`config.mk`:
```
export PLATFORM = sky130hd
export DESIGN_NAME = serial_word_tx
export DESIGN_NICKNAME = d
export VERILOG_FILES = /design/src/rtl/serial_word_tx.sv
export SDC_FILE = /design/constraint.sdc
export NUM_CORES = 1
export LEC_CHECK = 0
export CAP_MARGIN = 5
export CORE_UTILIZATION = 50
export CTS_CLUSTER_SIZE = 25
export DETAILED_ROUTE_END_ITERATION = 12
export PLACE_DENSITY = 0.75
export SLEW_MARGIN = 20
export SYNTH_ARGS = -nofsm -noshare
export SYNTH_HDL_FRONTEND = slang
export SYNTH_SLANG_ARGS = --single-unit
```
`constraint.sdc`:
```
create_clock -name Clk -period 4.05 [get_ports Clk]
set_input_delay 0.81 -clock Clk [delete_from_list [all_inputs] [get_ports Clk]]
set_output_delay 0.81 -clock Clk [all_outputs]
set_load 0.02 [all_outputs]
```
`src/rtl/serial_word_tx.sv`:
```
`default_nettype none
// ============================================================================
// Module      : serial_word_tx
// Description : Parallel-to-serial word transmitter, MSB first, each bit held
//               BIT_CYCLES clocks with a mid-bit Strobe. Optional even-parity
//               bit enabled by defining SER_TX_PARITY_EN.
// Revision    : 1.0 - initial release
// ============================================================================
module serial_word_tx #(
    parameter int WIDTH      = 8,
    parameter int BIT_CYCLES = 4
) (
    input  logic             Clk,
    input  logic             Reset,
    input  logic [WIDTH-1:0] Data,
    input  logic             Load,
    output logic             Ready,
    output logic             Do,
    output logic             Strobe,
    output logic             Busy,
    output logic             Done
);

    localparam int c_cw = (BIT_CYCLES > 1) ? $clog2(BIT_CYCLES) : 1;
    localparam int c_bw = (WIDTH > 1) ? $clog2(WIDTH) : 1;

    localparam logic [c_cw-1:0] c_cyc_last  = c_cw'(BIT_CYCLES - 1);
    localparam logic [c_cw-1:0] c_cyc_mid   = c_cw'(BIT_CYCLES / 2);
    localparam logic [c_bw-1:0] c_bit_first = c_bw'(WIDTH - 1);

`ifdef SER_TX_PARITY_EN
    typedef enum logic [1:0] {
        ST_IDLE  = 2'd0,
        ST_SHIFT = 2'd1,
        ST_PAR   = 2'd2
    } state_t;
`else
    typedef enum logic [1:0] {
        ST_IDLE  = 2'd0,
        ST_SHIFT = 2'd1
    } state_t;
`endif

    state_t            r_state;
    state_t            w_state_next;
    logic [c_cw-1:0]   r_cycle;
    logic [c_cw-1:0]   w_cycle_next;
    logic [c_bw-1:0]   r_bit;
    logic [c_bw-1:0]   w_bit_next;
    logic [WIDTH-1:0]  r_shift;
    logic [WIDTH-1:0]  w_shift_next;
    logic              w_done_next;
    logic              w_do_next;
    logic              w_strobe_next;
    logic              w_busy_next;
    logic              w_accept;
    logic              r_do;
    logic              r_strobe;
    logic              r_busy;
    logic              r_done;
`ifdef SER_TX_PARITY_EN
    logic              r_par;
    logic              w_par_next;
`endif

    assign w_accept = Load & ~r_busy;

    // Next-state and next-register logic; outputs are registered from the
    // next-state values so they line up with the state they describe.
    always_comb begin
        w_state_next = r_state;
        w_cycle_next = r_cycle;
        w_bit_next   = r_bit;
        w_shift_next = r_shift;
        w_done_next  = 1'b0;
`ifdef SER_TX_PARITY_EN
        w_par_next   = r_par;
`endif
        case (r_state)
            ST_IDLE: begin
                if (w_accept) begin
                    w_state_next = ST_SHIFT;
                    w_shift_next = Data;
                    w_bit_next   = c_bit_first;
                    w_cycle_next = '0;
`ifdef SER_TX_PARITY_EN
                    w_par_next   = ^Data;
`endif
                end
            end
            ST_SHIFT: begin
                if (r_cycle == c_cyc_last) begin
                    w_cycle_next = '0;
                    w_shift_next = r_shift << 1;
                    if (r_bit == '0) begin
`ifdef SER_TX_PARITY_EN
                        w_state_next = ST_PAR;
`else
                        w_state_next = ST_IDLE;
                        w_done_next  = 1'b1;
`endif
                    end else begin
                        w_bit_next = r_bit - c_bw'(1);
                    end
                end else begin
                    w_cycle_next = r_cycle + c_cw'(1);
                end
            end
`ifdef SER_TX_PARITY_EN
            ST_PAR: begin
                if (r_cycle == c_cyc_last) begin
                    w_cycle_next = '0;
                    w_state_next = ST_IDLE;
                    w_done_next  = 1'b1;
                end else begin
                    w_cycle_next = r_cycle + c_cw'(1);
                end
            end
`endif
            default: begin
                w_state_next = ST_IDLE;
                w_cycle_next = '0;
                w_bit_next   = '0;
                w_shift_next = '0;
            end
        endcase
    end

    always_comb begin
        w_do_next     = 1'b0;
        w_busy_next   = (w_state_next != ST_IDLE);
        w_strobe_next = w_busy_next && (w_cycle_next == c_cyc_mid);
        if (w_state_next == ST_SHIFT) begin
            w_do_next = w_shift_next[WIDTH-1];
        end
`ifdef SER_TX_PARITY_EN
        if (w_state_next == ST_PAR) begin
            w_do_next = w_par_next;
        end
`endif
    end

    always_ff @(posedge Clk) begin
        if (Reset) begin
            r_state  <= ST_IDLE;
            r_cycle  <= '0;
            r_bit    <= '0;
            r_shift  <= '0;
            r_do     <= 1'b0;
            r_strobe <= 1'b0;
            r_busy   <= 1'b0;
            r_done   <= 1'b0;
`ifdef SER_TX_PARITY_EN
            r_par    <= 1'b0;
`endif
        end else begin
            r_state  <= w_state_next;
            r_cycle  <= w_cycle_next;
            r_bit    <= w_bit_next;
            r_shift  <= w_shift_next;
            r_do     <= w_do_next;
            r_strobe <= w_strobe_next;
            r_busy   <= w_busy_next;
            r_done   <= w_done_next;
`ifdef SER_TX_PARITY_EN
            r_par    <= w_par_next;
`endif
        end
    end

    assign Ready  = ~r_busy;
    assign Do     = r_do;
    assign Strobe = r_strobe;
    assign Busy   = r_busy;
    assign Done   = r_done;

endmodule
`default_nettype wire

```
==> flow_metrics.py, run 1 <==
metrics = {
    "run_status": {
        "status": "finished clean",
    },
    "clock_network": {
        "cts_root_buf": "clkbuf_4",
        "cts_hold_buffers": 0,
        "clk_latency_ns": 0.29,
        "cts_tree": "yes",
        "htree_num_levels": 1,
        "clkTransAtPathRegs_ns": 0.10,
        "cts_buffer_depth": 2,
        "cts_resized": 0,
        "cts.sink_count": 19,
        "numCtsBuffers": 3,
        "post-cts-setup-buffers": 0,
    },
    "critical_path": {
        "setup.worst_path.end_class": "primary output",
        "reg2reg_depth": 3,
        "crit_slowest_cell": "clkdlybuf4s50_1",
        "startpoint_type": "flop",
        "crit_fanout": 5,
        "worstPathArrival_ns": 1.36,
        "critPathMaxStageDelay_ns": 0.63,
        "cp.depth": 1,
        "path_cells": "clkdlybuf4s50_1",
        "worstSetupPathType": "reg -> out",
        "path_delay_family": "buffers and inverters",
        "critPathBufInv": 1,
        "worstPathRequired_ns": 3.24,
    },
    "route": {
        "drc": 0,
        "ant_nets": 0,
        "drt_iter0_drc": 8,
        "wl_per_cell_um": 12.46,
        "dr_wl_met3_um": 37,
        "drt_wl_total_um": 1532,
        "vias": 660,
        "highest_layer": "met4",
        "route.met2.wl_um": 710,
        "via_per_inst": 5.366,
        "met1Wirelength_um": 748,
        "drtPass1Iterations": 6,
    },
    "timing": {
        "fin_crit_sh_pct": 53.63,
        "fmax_mhz": 460.4,
        "whs_ns": 0.4824,
        "worstMarginPinSlew_ns": 0.5024,
        "fin_skew_ns": 0.003009,
        "slew_violations": 0,
        "slew_headroom_pct": 66.47,
        "rsz0062_at_grt": "no",
        "fin_crit_ns": 2.172,
        "final_hold_viol_count": 0,
        "setup-violations-final": 0,
        "setup_tns_ns": 0,
    },
    "global_route": {
        "grt_remaining_overflow": 0,
        "grt_max_degree": 12,
        "track_usage_pct": 17.67,
        "grt_pass1_vias": 574,
        "grt_pass1_wl_um": 2449,
        "antenna_found_initial": 0,
    },
    "power_and_ir_drop": {
        "power_frac_clock_pct": 27.7,
        "p_per_area_nw_per_um2": 317.6,
        "switching_share_pct": 24.38,
        "p_leak_nw": 0.3989,
        "ir_drop_uv": 268.6,
        "combPwrFrac_pct": 13.2,
        "p_int_w": 0.0002548,
        "p_switching_w": 0.00008216,
        "share_seq_of_total_power_pct": 59.1,
    },
    "logic_synthesis": {
        "synth_edf_count": 0,
        "synthArstFlopShare_pct": 0,
        "syn_avg_cell_area_um2": 10.62,
        "ys_seq_area_share_pct": 42.64,
        "synth.area.top_cells": "dfxtp_1, a221o_1, and3_2",
        "synth.distinct_cells": 32,
        "synthFlopType": "dfxtp_1",
        "synth.top_cell.area_share_pct": 42.64,
        "ys_warn_count": 0,
        "synth_commonest_cells": "dfxtp_1, a221o_1, and3_2, a21oi_1",
        "ys_ff_latch": 19,
        "synth_area_um2": 892.1,
        "netlist_instances": 84,
        "yosysTopAreaCell": "dfxtp_1",
        "yosysMostFrequentCell": "dfxtp_1",
        "syn_nets": 98,
    },
    "floorplan": {
        "core_um2": 1594,
        "io_pins": 16,
        "initial_utilization_pct": 55.97,
        "chipWidth_um": 44.24,
        "die-area_um2": 1957,
        "std_cell_rows": 14,
        "die_h_um": 44.24,
    },
    "finish": {
        "regArea_um2": 380.4,
        "antenna_cells": 0,
        "fillers": 130,
        "finalNetCount": 114,
        "drive_gt1_share_pct": 16.16,
        "multiInputGateArea_um2": 459.2,
        "area_growth_pct": 18.93,
    },
    "placement": {
        "io_buffers": 15,
        "gp_congestion": 0.8032,
        "place_hpwl_um": 1147,
    },
    "job": {
        "maxCapViolations": 0,
    },
    "min_path": {
        "min_path_type": "reg -> reg",
        "hold_depth": 2,
    },
}
## path summary, 6_finish.rpt
check,from,end,slack (ns)
worst max register to register,r_state[1]$_SDFF_PP0_,r_shift[1]$_SDFFE_PP0P_,2.53
worst max-delay path,Busy$_SDFF_PP0_,Busy,1.88
worst min-delay path,r_shift[0]$_SDFFE_PP0P_,r_shift[0]$_SDFFE_PP0P_,0.48
worst min register to register,r_shift[0]$_SDFFE_PP0P_,r_shift[0]$_SDFFE_PP0P_,0.48
## worst register-to-register path: cells and delay by family, from the launching register on
family          cells  cell delay, ns
flops               1            0.58
simple gates        2            0.47
compound gates      1            0.36
## cell type report
| class | count | area share, % |
|---|---|---|
| tap | 24 | 2.830 |
| multi-input combinational | 57 | 43.28 |
| clock buffer | 4 | 2.476 |
| sequential | 19 | 35.85 |
| inverter | 4 | 1.415 |
| timing repair buffer | 15 | 14.15 |
## power groups by stage
stage	logic [W]	registers [W]	clock network [W]
2_1_floorplan	0.0000301	0.000202	0
3_3_place_gp	0.0000441	0.000203	0
3_5_place_dp	0.0000448	0.000203	0
4_1_cts	0.0000449	0.000199	0.0000987
5_1_grt	0.0000490	0.000200	0.000107
6_report	0.0000446	0.000199	0.0000934
## metal layers
layer	global-route usage, %	vias to the layer above
li1	-	346
met1	22.45	300
met2	27.35	9
met3	3.673	5
met4	10.91	0
met5	0	-
## cell families (layout without fill, tap and decap cells)
group           Yosys count  count (layout)  share of synthesized area (%)
fa+ha+maj                 3               3                          4.208
other cells               1               1                         0.4204
compound gates           18              18                          18.23
buf+inv                   8              23                          5.889
flops                    19              19                          42.64
simple gates             35              35                          28.61
## per-stage QoR
step,power (W),instances,instance area [µm²],utilization (%),worst slack [ns]
floorplan,0.0002322,84,892.1,-,2.316
global placement,0.0002474,119,1035,64.91,1.626
detailed placement,0.0002482,119,1035,64.91,1.584
CTS,0.0003427,123,1061,66.56,1.856
global route,0.0003565,123,1061,66.56,1.809
finish,0.0003370,123,1061,66.56,1.878
## layout by cell type, fill, tap and decap left out, types with 4 or more instances in the layout
master and n:
clkdlybuf4s50_1 15, and3_2 6, a21oi_1 5, nand2_1 4
inv_1 4, a221o_1 6, dfxtp_1 19
## flip-flops by register name, summed over array words and instances, names as in the netlist
| name | count |
|---|---|
| r_shift | 8 |
| r_bit | 3 |
| r_cycle | 2 |
| r_state | 2 |
| Busy | 1 |
| Do | 1 |
| Done | 1 |
| Strobe | 1 |
No activity file was read; power rests on OpenSTA's default activity.
==> run 2: changes to the inputs <==
Settings changed: CORE_UTILIZATION 50 to 45, PLACE_DENSITY 0.75 to 0.71.
Clock period 4.05 ns to 1.8 ns, I/O delays scaled along.
==> run 2 against run 1 <==
Effect of this change:
- die area grew 11%
- critical path depth grew 1
- routed wire length grew 7.1%
- register-to-register slack lost 2.1 ns
- non-clock buffer count grew 5
- cell count grew 4.9%
- hold slack lost 0.0063 ns
- power grew 130%
- global-route usage shrank 1.1 points
- largest cell class unchanged
==> flow_metrics.py, run 2 (synthesis results as in run 1) <==
metrics = {
    "run_status": {
        "status": "finished clean",
    },
    "clock_network": {
        "numCtsBuffers": 3,
        "clk_latency_ns": 0.30,
        "post-cts-setup-buffers": 0,
        "cts.sink_count": 19,
        "cts_resized": 0,
        "cts_tree": "yes",
        "clkTransAtPathRegs_ns": 0.12,
        "cts_root_buf": "clkbuf_4",
        "cts_buffer_depth": 2,
        "cts_hold_buffers": 0,
        "htree_num_levels": 1,
    },
    "finish": {
        "largest-register": "r_shift",
        "largest_reg_flops": 8,
        "fillers": 153,
        "drive_gt1_share_pct": 21.15,
        "layout_commonest_cell": "dfxtp_1",
        "final_util_pct": 61.89,
        "finalNetCount": 119,
        "antenna_cells": 0,
        "top_regs": "r_shift: 8 flops, r_bit: 3 flops",
        "mostFrequentLayoutCells": "dfxtp_1, clkdlybuf4s50_1, and3_2, a221o_1",
        "area_growth_pct": 23.70,
        "stdcell_area_um2": 1104,
    },
    "critical_path": {
        "worstPathRequired_ns": 1.44,
        "critPathMaxStageDelay_ns": 0.60,
        "path_delay_family": "buffers and inverters",
        "setup.worst_path.end_class": "primary output",
        "worstPathArrival_ns": 1.34,
        "startpoint_type": "flop",
        "worstSetupPathType": "reg -> out",
        "crit_fanout": 5,
        "path_cells": "inv_1, clkdlybuf4s50_1",
        "crit_slowest_cell": "clkdlybuf4s50_1",
        "critPathBufInv": 2,
    },
    "timing": {
        "setup-violations-final": 0,
        "rsz0062_at_grt": "no",
        "fmax_mhz": 589.5,
        "setup_tns_ns": 0,
        "slew_violations": 0,
        "fin_crit_sh_pct": 94.24,
        "final_hold_viol_count": 0,
        "fin_skew_ns": 0.01464,
        "fin_crit_ns": 1.696,
    },
    "placement": {
        "io_buffers": 15,
        "gp_congestion": 0.7674,
        "place_hpwl_um": 1267,
        "place_area_um2": 1074,
    },
    "global_route": {
        "grt_max_degree": 12,
        "antenna_found_initial": 0,
        "grt_pass1_wl_um": 2539,
        "grt_remaining_overflow": 0,
        "track_usage_pct": 16.61,
        "grt_pass1_vias": 614,
    },
    "route": {
        "vias": 678,
        "route.met2.wl_um": 782,
        "via_per_inst": 5.256,
        "met1Wirelength_um": 790,
        "ant_nets": 0,
        "dr_wl_met3_um": 57,
        "wl_per_cell_um": 12.72,
        "drt_iter0_drc": 12,
        "drt_wl_total_um": 1641,
        "highest_layer": "met4",
        "drtPass1Iterations": 4,
        "drc": 0,
    },
    "floorplan": {
        "die-area_um2": 2165,
        "die_h_um": 46.53,
        "std_cell_rows": 15,
        "io_pins": 16,
        "core_um2": 1783,
        "initial_utilization_pct": 50.04,
        "chipWidth_um": 46.53,
    },
    "min_path": {
        "min_path_type": "reg -> reg",
    },
    "job": {
        "maxCapViolations": 0,
    },
    "power_and_ir_drop": {
        "power.total_w": 0.0007728,
        "p_per_area_nw_per_um2": 700.3,
        "ir_drop_uv": 627.9,
        "p_leak_nw": 0.4425,
    },
}
-- run 2: cell count changes in the layout (fill, tap and decap cells not counted) --
cell	previous run	this run
clkinv_2	0	1
clkdlybuf4s50_1	15	14
clkbuf_1	1	0
buf_4	0	5
dlymetal6s2s_1	0	1
-- run 2: tightest hold or removal path, delay by kind of cell, from the launching register on --
kind	cells	cell delay, ns
compound gates	1	0.06
flops	1	0.33
simple gates	1	0.06
-- run 2: layer usage --
metal	GRT usage, %	vias to the layer above
met2	28.06	8
met4	5.294	0
met5	0	-
met3	5.882	2
met1	19.25	313
li1	-	355
-- run 2: path summary, 6_finish.rpt --
kind	from	endpoint	slack (ns)	cells past startpoint
setup / recovery	Busy$_SDFF_PP0_	Ready	0.10	2
hold / removal	r_shift[0]$_SDFFE_PP0P_	r_shift[0]$_SDFFE_PP0P_	0.48	2
setup reg to reg	r_state[1]$_SDFF_PP0_	r_shift[5]$_SDFFE_PP0P_	0.41	3
hold reg to reg	r_shift[0]$_SDFFE_PP0P_	r_shift[0]$_SDFFE_PP0P_	0.48	2
-- run 2: per-stage QoR --
stage               hold WS [ns]  cells  setup WS [ns]
floorplan                 0.4368     84         0.4251
global placement          0.4619    125       -0.01571
detailed placement        0.4591    125       -0.08773
CTS                       0.4760    129        0.06966
global route              0.5166    129        0.01755
finish                    0.4761    129         0.1036
-- run 2: power by group --
part	internal [W]	leakage, nW	switching, W	total [W]
sequential	0.000434	0.155	0.0000140	0.000448
combinational	0.0000595	0.270	0.0000495	0.000109
clock	0.0000828	0.0177	0.000133	0.000216
total	0.000576	0.442	0.000197	0.000773
-- run 2: cell type report --
| type | instances | area (µm²) | share of cell area, % |
|---|---|---|---|
| Clock buffer | 3 | 22.52 | 2.041 |
| Clock inverter | 1 | 5.005 | 0.4535 |
| Timing Repair Buffer | 20 | 190.2 | 17.23 |
| Sequential cell | 19 | 380.4 | 34.47 |
| Multi-Input combinational cell | 57 | 459.2 | 41.61 |
| Inverter | 4 | 15.01 | 1.361 |
| Tap cell | 25 | 31.28 | 2.834 |
